File: src/rtl/lsu_mem_master.sv
// Load/store initiator for a word-wide single-port SRAM without byte enables.
// One request in flight; sub-word stores are done as read-modify-write.
// SRAM port and response outputs decode from the state register only, so
// there is no combinational path from the request inputs to the SRAM.
module lsu_mem_master #(
  parameter int ADDR_W = 16
) (
  input  logic              clk,
  input  logic              rst,
  input  logic              req_valid,
  output logic              req_ready,
  input  logic              req_we,
  input  logic [1:0]        req_size,
  input  logic              req_signed,
  input  logic [ADDR_W+1:0] req_addr,
  input  logic [31:0]       req_wdata,
  output logic              resp_valid,
  output logic [31:0]       resp_rdata,
  output logic              resp_err,
  output logic              mem_rd_en,
  output logic              mem_wr_en,
  output logic [ADDR_W-1:0] mem_addr,
  output logic [31:0]       mem_wdata,
  input  logic [31:0]       mem_rdata
);

  typedef enum logic [2:0] {IDLE, RD, RDW, WR, RESP} state_t;

  localparam logic [1:0] SZ_BYTE = 2'b00;
  localparam logic [1:0] SZ_HALF = 2'b01;
  localparam logic [1:0] SZ_WORD = 2'b10;
  localparam logic [1:0] SZ_ILL  = 2'b11;

  state_t            state_reg;
  logic              we_reg;
  logic [1:0]        size_reg;
  logic              signed_reg;
  logic [1:0]        off_reg;
  logic [ADDR_W-1:0] waddr_reg;
  logic [31:0]       wdata_reg;   // right-aligned store data from the core
  logic [31:0]       wbuf_reg;    // word that goes out on mem_wdata in WR
  logic [31:0]       result_reg;  // extended load result
  logic              err_reg;

  logic              req_err;
  logic [3:0][7:0]   rd_lanes;
  logic [3:0][7:0]   merge_word;
  logic [7:0]        sel_byte;
  logic [15:0]       sel_half;
  logic [31:0]       load_val;

  // Alignment / size check of the incoming request, used only at accept.
  always_comb begin
    req_err = 1'b0;
    if (req_size == SZ_ILL)
      req_err = 1'b1;
    else if (req_size == SZ_HALF && req_addr[0])
      req_err = 1'b1;
    else if (req_size == SZ_WORD && req_addr[1:0] != 2'b00)
      req_err = 1'b1;
  end

  assign rd_lanes = mem_rdata;
  assign sel_byte = rd_lanes[off_reg];
  assign sel_half = off_reg[1] ? mem_rdata[31:16] : mem_rdata[15:0];

  // Lane extraction and zero/sign extension for loads.
  always_comb begin
    load_val = mem_rdata;
    case (size_reg)
      SZ_BYTE: load_val = {{24{signed_reg & sel_byte[7]}}, sel_byte};
      SZ_HALF: load_val = {{16{signed_reg & sel_half[15]}}, sel_half};
      default: load_val = mem_rdata;
    endcase
  end

  // Per-lane merge for sub-word stores: the addressed lane(s) take store
  // data, the others keep what the SRAM returned.
  for (genvar gi = 0; gi < 4; gi++) begin : g_lane
    localparam logic [1:0] LANE = 2'(gi);
    assign merge_word[gi] =
        (size_reg == SZ_BYTE && off_reg == LANE)       ? wdata_reg[7:0] :
        (size_reg == SZ_HALF && off_reg[1] == LANE[1]) ? wdata_reg[8*(gi%2) +: 8] :
                                                         rd_lanes[gi];
  end

  // Request FSM: latch on accept, sequence SRAM access, one-cycle response.
  always_ff @(posedge clk) begin
    if (rst) begin
      state_reg  <= IDLE;
      we_reg     <= 1'b0;
      size_reg   <= 2'b00;
      signed_reg <= 1'b0;
      off_reg    <= 2'b00;
      waddr_reg  <= '0;
      wdata_reg  <= '0;
      wbuf_reg   <= '0;
      result_reg <= '0;
      err_reg    <= 1'b0;
    end else begin
      case (state_reg)
        IDLE: begin
          if (req_valid) begin
            we_reg     <= req_we;
            size_reg   <= req_size;
            signed_reg <= req_signed;
            off_reg    <= req_addr[1:0];
            waddr_reg  <= req_addr[ADDR_W+1:2];
            wdata_reg  <= req_wdata;
            wbuf_reg   <= req_wdata;
            result_reg <= '0;
            err_reg    <= req_err;
            if (req_err)
              state_reg <= RESP;
            else if (req_we && req_size == SZ_WORD)
              state_reg <= WR;
            else
              state_reg <= RD;
          end
        end
        RD:  state_reg <= RDW;
        RDW: begin
          if (we_reg) begin
            wbuf_reg  <= merge_word;
            state_reg <= WR;
          end else begin
            result_reg <= load_val;
            state_reg  <= RESP;
          end
        end
        WR:  state_reg <= RESP;
        RESP: begin
          result_reg <= '0;
          err_reg    <= 1'b0;
          state_reg  <= IDLE;
        end
        default: state_reg <= IDLE;
      endcase
    end
  end

  // Outputs are gated by rst so an aborted RMW never writes the SRAM.
  assign req_ready  = (state_reg == IDLE) && !rst;
  assign resp_valid = (state_reg == RESP) && !rst;
  assign resp_rdata = resp_valid ? result_reg : 32'h0;
  assign resp_err   = resp_valid ? err_reg : 1'b0;
  assign mem_rd_en  = (state_reg == RD) && !rst;
  assign mem_wr_en  = (state_reg == WR) && !rst;
  assign mem_addr   = (state_reg != IDLE && !rst) ? waddr_reg : '0;
  assign mem_wdata  = mem_wr_en ? wbuf_reg : 32'h0;

endmodule
File: config.mk
export PLATFORM = sky130hd
export DESIGN_NAME = lsu_mem_master
export DESIGN_NICKNAME = d
export VERILOG_FILES = /design/src/rtl/lsu_mem_master.sv
export SDC_FILE = /design/constraint.sdc
export NUM_CORES = 1
export LEC_CHECK = 0
export ABC_CLOCK_PERIOD_IN_PS = 3000
export CAP_MARGIN = 25
export CORE_UTILIZATION = 51
export DETAILED_ROUTE_END_ITERATION = 8
export PLACE_DENSITY = 0.86
export SLEW_MARGIN = 20
export SYNTH_ARGS = -nofsm -noshare
export SYNTH_HDL_FRONTEND = slang
export SYNTH_SLANG_ARGS = --single-unit
File: constraint.sdc
create_clock -name clk -period 3 [get_ports clk]
set_input_delay 0.3 -clock clk [delete_from_list [all_inputs] [get_ports clk]]
set_output_delay 0.3 -clock clk [all_outputs]
set_load 0.005 [all_outputs]
## Yosys cells after proc, flatten, opt, wreduce, memory -nomap -nowiden

Index checks and enable logic that the tools add are counted.
Widths: inputs -> output; s select.

- Output and inout bits: 85
- Logic and storage cells: 87
- Input bits: 89
- Register bits: 106

- Bitwise logic cells: 3
- Muxes and demuxes: 32
- Reductions and logical operators: 27
- Equal/unequal tests: 14
- Magnitude comparators: 1

Operators by type and width:

| kind | count |
|---|---|
| $mux 32 | 6 |
| $pmux 32 s2 | 2 |
| $pmux 32 s3 | 1 |
| $mux 8 | 9 |
| $mux 16 | 2 |
| $bmux 8 s2 | 1 |
| $logic_and 1x1->1 | 14 |
| $pmux 3 s4 | 1 |
| $mux 3 | 3 |
| $eq 2x2->1 const B | 4 |
| $eq 2x1->1 const B | 3 |
| $eq 3x2->1 const B | 2 |
| $ne 2x2->1 const B | 3 |
| $reduce_and 3->1 | 2 |
| $reduce_bool 2->1 | 3 |
| $reduce_bool 3->1 | 2 |
| $mux 1 | 5 |
| $logic_not 2->1 | 2 |
| $reduce_and 2->1 | 2 |
| $eq 3x1->1 const B | 1 |
| $eq 3x3->1 const B | 1 |
| $logic_not 3->1 | 1 |
| $lt 2x3->1 const B | 1 |
| $and 1x1->1 | 2 |
| other kinds (4) | 4 |

## Depth between registers and ports, before layout

- Depth in word-level cells: 8
- Gate-level depth with buffers: 7
- Mapped depth without buffers: 4

## Least setup slack after synthesis

Ideal clock, no wire load.

- Kind: flip-flop to flip-flop
- Start: register state_reg[1]
- End: register result_reg[21]
- Data required time: 2941 ps
- Data arrival time: 1761 ps
- Setup time: 59 ps
- Period minus slack after synthesis: 1820 ps
- Setup slack: 1180 ps
- Path buffers: 3
- Cell stages (with the launch flop): 8
- Cells stage by stage: dfxtp_1 buf_4 or3b_1 or3_1 buf_2 a211oi_4 buf_6 a221o_1

- Longest elaborated chain between the ends: 3
- Elaborated cells between the ends (all ways): 8
- Those cells by class: 4 x eq/ne; 1 x mux; 3 x reduce/logical

RTL lines:

| item | line | source |
|---|---|---|
| start: declaration | 34 | `state_t state_reg;` |
| start signal: assignment | 90 | `state_reg <= IDLE;` |
| start signal: assignment | 114 | `state_reg <= RESP;` |
| start signal: assignment | 116 | `state_reg <= WR;` |
| $eq 3x2->1, or another cell as far along | 101 | `case (state_reg)` |
| $ne 2x2->1 (no line) / $reduce_bool 3->1 (equally long branches) | -- |  |
| $reduce_and 3->1 (no line) | -- |  |
| end signal: assignment | 127 | `result_reg <= load_val;` |
| end: declaration | 42 | `logic [31:0] result_reg;` |

Parallel ways exist; a longest one is shown, timed or not.
A chain may end at the register's enable or synchronous reset.

## Worst setup path in the final report

- Start: register state_reg[2]
- End: output port mem_wdata[25]

- Longest elaborated chain between the ends: 3

RTL lines:

| item | line | source |
|---|---|---|
| $eq 3x2->1 | 148 | `assign mem_wr_en = (state_reg == WR) && !rst;` |
| $logic_and 1x1->1 | 148 |  |
| $mux 32 | 150 | `assign mem_wdata = mem_wr_en ? wbuf_reg : 32'h0;` |
| end: declaration | 23 | `output logic [31:0] mem_wdata,` |

No other way between the ends.

==> results.toml <==
[clock_tree]
clockBufferDepth = 2
clk-insertion-delay-late_ns = 0.34
cts.sinks = 106
cts_tree = "yes"
post_cts_buffers = 0
htree_levels = 3
root_buffer = "clkbuf_16"
clk_pin_slew_ns = 0.07
cts_inserted_buffers = 9

[layout]
area.growth.synth_to_final_pct = 36.5
final_cell_count_no_fill = 1025
final_nets = 970
n_antenna_cell = 0
fill_cells = 869
drive_gt1_share_pct = 5.08

[grt]
grt_pass1_vias = 5662
antenna_found_initial = 0
grt_max_degree = 54
overflow = 0
grt_pass1_wl_um = 28900
grt.total_usage_pct = 31.5

[floorplanning]
fp.dieH_um = 109
design.core.area_um2 = 11000
fp-row-count = 38
ios = 174
initial_core_util_pct = 52.8
dieArea_um2 = 11800
fp.dieW_um = 109

[yosys]
synthCells = 750
synth-edff-count = 0
yosysWarningCount = 0
synthArstFlopShare_pct = 0
avgSynthCellArea_um2 = 7.73
synth_seq_cells = 106
ys_types = 51
synthFlopType = "dfxtp_1"
synth_seq_area_share_pct = 36.6
syn-num-nets = 839
synth_area_um2 = 5800

[worst_setup_path]
cp_slowest_cell = "clkdlybuf4s50_1"
ff2ff_setup_slack_ns = 0.55
path_cells = "nor2_1, and3_1, buf_4, and2_1, clkdlybuf4s50_1"
critical_path_required_ns = 2.70
critPathCaptureType = "output port"
rr_startpoint = "state_reg[1]"
regToRegEndpoint = "result_reg[16]"
cp_max_fo = 33
path_class = "flip-flop to output port"
setup.worst_path.start_class = "flip-flop"
r2r_cells = 4
arrival_ns = 2.29
cp_slowest_stage_delay_ns = 0.51

[worst_hold_path]
hp-class = "primary input to flip-flop"
min_to = "err_reg"
worstHoldPathCells = 2
worstHoldStart = "rst"

[detailed_routing]
drt_iter0_markers = 610
drt-total-wl_um = 18300
wl_per_cell_um = 17.9
num_vias = 6120
drtAntennaViolNets = 0
drtPass1Iterations = 6
routed_via_density = 5.97
route.detailed.drc = 0

[sta]
tns_ns = 0
timing.fmax_mhz = 386
finalCritPeriodShare_pct = 86.3
worst_slack_ns = 0.412
worst_slew_pin_slew_ns = 0.689
period_minus_slack_ns = 2.59
fin_skew_ns = 0.00418
hold_viol = 0
slew_viol_final = 0
finalSetupViolCount = 0
slew_headroom_pct = 54.0
rsz0062_at_grt = "no"

[power]
power_switching_mw = 1.06
comb_power_share_pct = 21.6
seq_power_share_pct = 44.0
ir_drop_v = 0.000412
p_leak_nw = 2.86
clkPwrFrac_pct = 34.4
powerDensity_nw_per_um2 = 465
swShare_pct = 28.8
p_int_mw = 2.62

[place]
dpl.cell_count = 1010
place.port_buffers = 173
hpwlAfterDp_um = 13200
place_congestion = 0.909
dpl_worst_slack_ns = 0.579

[run_status]
outcome = "finished, final reports clean"

[job]
max-cap-violations = 0
[routing by layer]
layer  share of wire, %  wire length, um  global-route usage, %
met2                 47             8640                   50.5
met5                  0                0                      0
met4                3.0              556                   12.0
met1                 40             7400                   42.0
met3                9.3             1710                   6.10
[power groups by stage]
stage / Combinational [mW] / Sequential [mW] / Clock (mW)
2_1_floorplan: 0.499 / 1.60 / 0
3_3_place_gp: 0.748 / 1.64 / 0
3_5_place_dp: 0.776 / 1.65 / 0
4_1_cts: 0.782 / 1.62 / 1.27
5_1_grt: 0.870 / 1.63 / 1.34
6_report: 0.794 / 1.62 / 1.27
[through the flow]
stage / power (mW) / utilization [%] / hold WS, ns / instance area (um^2)
after floorplan: 2.10 / - / 0.424 / 5800
after global placement: 2.39 / 69.0 / 0.441 / 7580
after detailed placement: 2.42 / 69.1 / 0.444 / 7590
after CTS: 3.67 / 72.0 / 0.403 / 7910
after global routing: 3.84 / 72.1 / 0.448 / 7920
final: 3.68 / 72.1 / 0.410 / 7920
[Yosys cell counts (5+ instances only)]
library cell	count	area, um^2
nand3_1	17	85.1
nor3_1	6	30.0
a211oi_1	31	233
clkbuf_1	59	221
buf_1	5	18.8
a31oi_1	6	37.5
or3_1	8	50.1
inv_1	8	30.0
o221ai_1	8	70.1
nand2_1	91	342
o22a_1	8	70.1
a221o_1	18	180
and2_1	82	513
nor2b_1	17	106
a21oi_1	74	370
dfxtp_1	106	2120
nor2_1	44	165
o21ai_0	52	260
nand2b_1	12	75.1
o31ai_1	8	60.1
o2bb2ai_1	22	193
and3b_1	7	61.3
a21o_1	16	120
a211o_1	7	61.3
[critical path: cells and delay by family (launching register included)]
kind | cells | cell delay [ns]
DFF | 1 | 0.45
buffers and inverters | 2 | 0.81
and+or+nand+nor | 3 | 0.69
[cell usage in the layout (no fill, tap or decap), types with 5 or more instances in the layout]
cell type / count
clkdlybuf4s50_1: 172
dfxtp_1: 106
nand2_1: 91
and2_1: 82
a21oi_1: 74
o21ai_0: 52
nor2_1: 42
a211oi_1: 31
o2bb2ai_1: 22
a221o_1: 18
nand3_1: 17
nor2b_1: 17
a21o_1: 16
buf_4: 16
nand2b_1: 12
clkbuf_16: 9
inv_1: 8
or3_1: 8
o22a_1: 8
o221ai_1: 8
o31ai_1: 8
and3b_1: 7
a211o_1: 7
a31oi_1: 6
nor3_1: 5
[final cells by class]
cell class,instances,area [um^2],area share (%)
multi-input cells,564,3380,42.7
flip-flops and latches,106,2120,26.8
repair buffers,191,1880,23.8
clock buffers,11,243,3.07
well taps,140,175,2.21
clock inverters,4,76.3,0.964
inverters,9,33.8,0.427
[worst max path at each step]
stage                            start        endpoint  depth (start not counted)
final                     state_reg[2]   mem_wdata[25]                          5
after global routing      state_reg[1]     mem_addr[0]                          4
after CTS                 state_reg[1]    mem_addr[15]                          4
after detailed placement  state_reg[1]    mem_addr[15]                          4
after global placement       req_valid  result_reg[20]                          5
after floorplan           state_reg[1]  result_reg[21]                          7
[kinds of logic after synthesis]
| kind of cell | Yosys count | share of synthesized area (%) |
|---|---|---|
| AND/OR/NAND/NOR | 296 | 26.4 |
| multiplexers | 5 | 0.906 |
| AO/OA/AOI/OAI | 263 | 30.6 |
| buffers and inverters | 80 | 5.52 |
| flip-flops | 106 | 36.6 |
[repair_timing]
action                     in CTS  in global routing
setup endpoints to repair       0                 16
hold buffers                    0                  0
resized for setup               0                  1
(Power assumes the default switching activity.)
